[src/rtl/clock_group_reset_sequencer.sv]
// Clock-group reset sequencer: enables member clocks, holds resets, then releases them in ascending index order.
// Optional CLKSEQ_CLOCK_GATE_EN adds a GATE state that stops masked clocks before a re-reset hold.
`timescale 1ns/1ps
module clock_group_reset_sequencer #(
  parameter int NUM_MEMBERS = 2,
  parameter int HOLD_CYCLES = 8,
  parameter int GAP_CYCLES  = 4,
  parameter int GATE_CYCLES = 2
) (
  input  logic                   clock,
  input  logic                   reset,
  input  logic                   req_valid,
  output logic                   req_ready,
  input  logic [NUM_MEMBERS-1:0] req_mask,
  output logic [NUM_MEMBERS-1:0] member_clock_en,
  output logic [NUM_MEMBERS-1:0] member_reset,
  output logic                   seq_done,
  output logic                   busy
);

  localparam int MAX_HG  = (HOLD_CYCLES > GAP_CYCLES) ? HOLD_CYCLES : GAP_CYCLES;
  localparam int MAX_ALL = (MAX_HG > GATE_CYCLES) ? MAX_HG : GATE_CYCLES;
  localparam int CW      = $clog2(MAX_ALL + 1);

  typedef enum logic [2:0] {CLK_OFF, HOLD, RELEASE, RUN, GATE} state_t;

  state_t                 state;
  logic [CW-1:0]          counter;
  logic [NUM_MEMBERS-1:0] pending;
  logic [NUM_MEMBERS-1:0] lowest;

  // Isolate the lowest set bit so releases always go in ascending index order.
  assign lowest = pending & (~pending + NUM_MEMBERS'(1));

  always_ff @(posedge clock or posedge reset) begin
    if (reset) begin
      state           <= CLK_OFF;
      counter         <= '0;
      pending         <= '1;
      member_reset    <= '1;
      member_clock_en <= '0;
      req_ready       <= 1'b0;
      seq_done        <= 1'b0;
      busy            <= 1'b1;
    end else begin
      seq_done <= 1'b0;
      case (state)
        CLK_OFF: begin
          member_clock_en <= '1;
          counter         <= CW'(HOLD_CYCLES - 1);
          state           <= HOLD;
        end
        HOLD: begin
          if (counter == '0) begin
            member_reset <= member_reset & ~lowest;
            pending      <= pending & ~lowest;
            counter      <= CW'(GAP_CYCLES - 1);
            state        <= RELEASE;
          end else begin
            counter <= counter - CW'(1);
          end
        end
        RELEASE: begin
          if (counter == '0) begin
            if (pending != '0) begin
              member_reset <= member_reset & ~lowest;
              pending      <= pending & ~lowest;
              counter      <= CW'(GAP_CYCLES - 1);
            end else begin
              state     <= RUN;
              seq_done  <= 1'b1;
              req_ready <= 1'b1;
              busy      <= 1'b0;
            end
          end else begin
            counter <= counter - CW'(1);
          end
        end
        RUN: begin
          // An all-zero mask is consumed without leaving RUN.
          if (req_valid && req_mask != '0) begin
            member_reset <= member_reset | req_mask;
            pending      <= req_mask;
            req_ready    <= 1'b0;
            busy         <= 1'b1;
`ifdef CLKSEQ_CLOCK_GATE_EN
            member_clock_en <= member_clock_en & ~req_mask;
            counter         <= CW'(GATE_CYCLES - 1);
            state           <= GATE;
`else
            counter <= CW'(HOLD_CYCLES - 1);
            state   <= HOLD;
`endif
          end
        end
`ifdef CLKSEQ_CLOCK_GATE_EN
        GATE: begin
          if (counter == '0) begin
            member_clock_en <= member_clock_en | pending;
            counter         <= CW'(HOLD_CYCLES - 1);
            state           <= HOLD;
          end else begin
            counter <= counter - CW'(1);
          end
        end
`endif
        default: state <= CLK_OFF;
      endcase
    end
  end

endmodule

[config.mk]
export PLATFORM = sky130hd
export DESIGN_NAME = clock_group_reset_sequencer
export DESIGN_NICKNAME = d
export VERILOG_FILES = /design/src/rtl/clock_group_reset_sequencer.sv
export SDC_FILE = /design/constraint.sdc
export NUM_CORES = 1
export LEC_CHECK = 0
export CORE_MARGIN = 2
export CORE_UTILIZATION = 50
export CTS_CLUSTER_DIAMETER = 30
export DETAILED_ROUTE_END_ITERATION = 8
export GPL_TIMING_DRIVEN = 0
export PLACE_DENSITY = 0.79
export SLEW_MARGIN = 20
export SYNTH_ARGS = -nofsm -noshare
export SYNTH_HDL_FRONTEND = slang
export SYNTH_SLANG_ARGS = --single-unit
[constraint.sdc]
create_clock -name clock -period 2.2 [get_ports clock]
set_input_delay 0.33 -clock clock [delete_from_list [all_inputs] [get_ports clock]]
set_output_delay 0.33 -clock clock [all_outputs]
set_load 0.05 [all_outputs]
==> results_dict.tcl, run 1 <==
set metrics [dict create \
    setup_ws_ns 0.249 \
    first_pass_iters 4 \
    postCtsSetupBuffers 0 \
    fin_worst_skew_ns 0.00802 \
    syn-num-nets 94 \
    setup-tns-final_ns 0 \
    ys_warn_count 0 \
    clk_latency_ns 0.28 \
    drt-total-wl_um 1430 \
    drcViolationCount 0 \
    max_freq_mhz 513 \
    cts_tree "done" \
    cts_sinks 14 \
    cpPeakStageDelay_ns 0.80 \
    drv_slew 0 \
    crit_fanout 3 \
    drtIter0Drc 9 \
    core_area_um2 1520 \
    ys_types 29 \
    clk_pin_slew_ns 0.08 \
    fp-row-count 14 \
    netlist_area_um2 822 \
    diodes 0 \
    cts_max_level 1 \
    gp_congestion 0.773 \
    startpoint_type "register" \
    die_h_um 44.5 \
    setup_violations 0 \
    grtUsageTotal_pct 16.5 \
    power.total_mw 1.40 \
    yosysSeqAreaShare_pct 43.4 \
    vias_per_cell 5.42 \
    start_util_pct 53.9 \
    avgRoutedWirePerCell_um 12.8 \
    pre_cts_ws_ns 0.289 \
    syn_area_per_cell_um2 10.1 \
    ir_worst_vdd_mv 0.913 \
    whs_ns 0.405 \
    crit_path_end_kind "primary output" \
    cts-hold-fix-buffers 0 \
    reg2reg_depth 6 \
    tightest_slew_ns 0.527 \
    timing.final.crit_share_pct 88.7 \
    crit_buf_inv 1 \
    power_switching_mw 0.621 \
    crit_slowest_cell "clkdlybuf4s50_1" \
    grt_pass1_vias 561 \
    cp.arrival_ns 1.62 \
    powerDensity_nw_per_um2 1430 \
    die_area_um2 1980 \
    drtAntennaViolNets 0 \
    timing.rr.start "state[0]" \
    seqPwrFrac_pct 33.6 \
    combPwrFrac_pct 56.0 \
    synthCells 81 \
    rsz0062_at_grt "no" \
    hold_viol 0 \
    cts_buffer_depth 2 \
    numCtsBuffers 3 \
    portBuffers 11 \
    status "finished clean" \
    antenna_found_initial 0 \
    cts_resized 0 \
    p_leak_nw 0.434 \
    hpwl_um 1080 \
    cap_violations 0 \
    pwr-share-clk_pct 10.5 \
    placed_cells 108 \
    cpLargestDelayFamily "buffers and inverters" \
    grt_max_degree 15 \
    die_w_um 44.5 \
    worstPathCellList "clkdlybuf4s50_1" \
    grt.overflow.total 0 \
    synth-seq-cells 14 \
    relSlewSlack_pct 64.8 \
    area_growth_syn_to_layout_pct 19.0 \
    grt_pass1_wl_um 2350 \
    finalCriticalPeriod_ns 1.95 \
    r2r-end "pending[1]" \
    path_class "register to primary output" \
    worstPathRequired_ns 1.87 \
    fin_nets 110 \
    root_buffer "clkbuf_4" \
    cellInternalPower_mw 0.775 \
    drive_above_1_share_pct 17.7 \
    final_cells 112 \
    hold_class "primary input to async pin" \
    dr_total_vias 607 \
    ioPinCount 12 \
    r2r_slack_ns 0.28 \
    swShare_pct 44.5 \
]
power by group through the flow:
stage	Clock (mW)	Combinational, mW	Sequential [mW]
floorplan	0	0.491	0.582
global placement	0	0.765	0.469
detailed placement	0	0.784	0.474
CTS	0.153	0.789	0.469
global route	0.162	0.873	0.487
finish	0.146	0.781	0.469
cell usage after synthesis (all sizes together):
| cell type | n | area share, % |
|---|---|---|
| a21oi | 6 | 3.7 |
| a221oi | 1 | 3.2 |
| a32o | 1 | 1.2 |
| a41oi | 1 | 1.1 |
| and2 | 1 | 0.76 |
| buf | 1 | 0.91 |
| clkbuf | 1 | 0.46 |
| dfrtp | 9 | 27 |
| dfstp | 5 | 16 |
| ha | 8 | 12 |
| inv | 8 | 3.7 |
| mux2 | 1 | 1.4 |
| mux2i | 3 | 3.7 |
| nand2 | 10 | 4.9 |
| nand2b | 2 | 1.5 |
| nand3 | 3 | 1.8 |
| nand3b | 1 | 0.91 |
| nand4 | 1 | 0.76 |
| nor2 | 2 | 0.91 |
| nor3b | 1 | 0.91 |
| nor4 | 1 | 0.76 |
| o211ai | 1 | 0.91 |
| o21ai | 6 | 3.7 |
| o21ba | 1 | 1.2 |
| o2bb2ai | 2 | 2.1 |
| o31a | 1 | 1.2 |
| or2 | 2 | 1.5 |
| or3b | 1 | 1.4 |
kinds of logic (layout without fill, tap and decap cells):
| kind of cell | count (synthesis) | after routing | synth area share, % |
|---|---|---|---|
| mux | 4 | 4 | 5.02 |
| compound gates | 20 | 20 | 18.3 |
| fa+ha+maj | 8 | 8 | 12.2 |
| flops | 14 | 14 | 43.4 |
| simple gates | 25 | 25 | 16.1 |
| buf+inv | 10 | 25 | 5.02 |
metal layers:
metal  vias up  track usage [%]  share of wire (%)
met5         -                0                  0
met4         0             5.45                1.1
met3         2             7.35                4.7
met2        11             26.7                 44
met1       281             19.4                 50
li1        313                -                  -
metrics by stage:
step / util (%) / instance area, um2
floorplan: - / 822
global placement: 62.5 / 952
detailed placement: 62.5 / 952
CTS: 64.2 / 978
global route: 64.2 / 978
finish: 64.2 / 978
sequential cells by signal, summed over array words and instances (netlist names):
signal           cells
counter              4
member_reset         2
pending              2
state                2
busy                 1
member_clock_en      1
req_ready            1
seq_done             1
cell usage in the layout, fill, tap and decap left out, types with 2 or more instances in the layout:
| master | count |
|---|---|
| clkdlybuf4s50_1 | 11 |
| nand2_1 | 9 |
| dfrtp_1 | 9 |
| inv_1 | 8 |
| ha_1 | 8 |
| o21ai_0 | 6 |
| a21oi_1 | 6 |
| dfstp_2 | 5 |
| nand3_1 | 3 |
| mux2i_1 | 3 |
| clkbuf_4 | 3 |
| clkbuf_1 | 2 |
| nor2_1 | 2 |
| or2_2 | 2 |
| nand2b_1 | 2 |
| o2bb2ai_1 | 2 |
how the worst max path moves through the flow:
stage	start	to	cells after the start
after floorplan	state[0]	state[1]	5
after global placement	state[0]	state[1]	5
after detailed placement	state[0]	state[1]	5
after CTS	member_reset[0]	member_reset[0]	1
after global routing	state[0]	pending[1]	6
final	member_reset[0]	member_reset[0]	1
cell type report:
type                            instances  area [um2]
Fill cell                             118         546
Multi-Input combinational cell         57         424
Sequential cell                        14         357
Timing Repair Buffer                   11         110
Inverter                                8        30.0
Clock buffer                            4        26.3
Tap cell                               16        20.0
Buffer                                  2        11.3
Power figures use the tool's default switching activity.
==> inputs of run 2 (changes only) <==
Settings changed: GPL_ROUTABILITY_DRIVEN from default to 0.
==> results of run 2 <==
No change in the layout: final DEF, timing and power equal those of run 1.
==> inputs of run 3 (changes only) <==
Settings changed: CTS_CLUSTER_DIAMETER 30 to default.
==> results of run 3 <==
No change in the layout: final DEF, timing and power equal those of run 1.
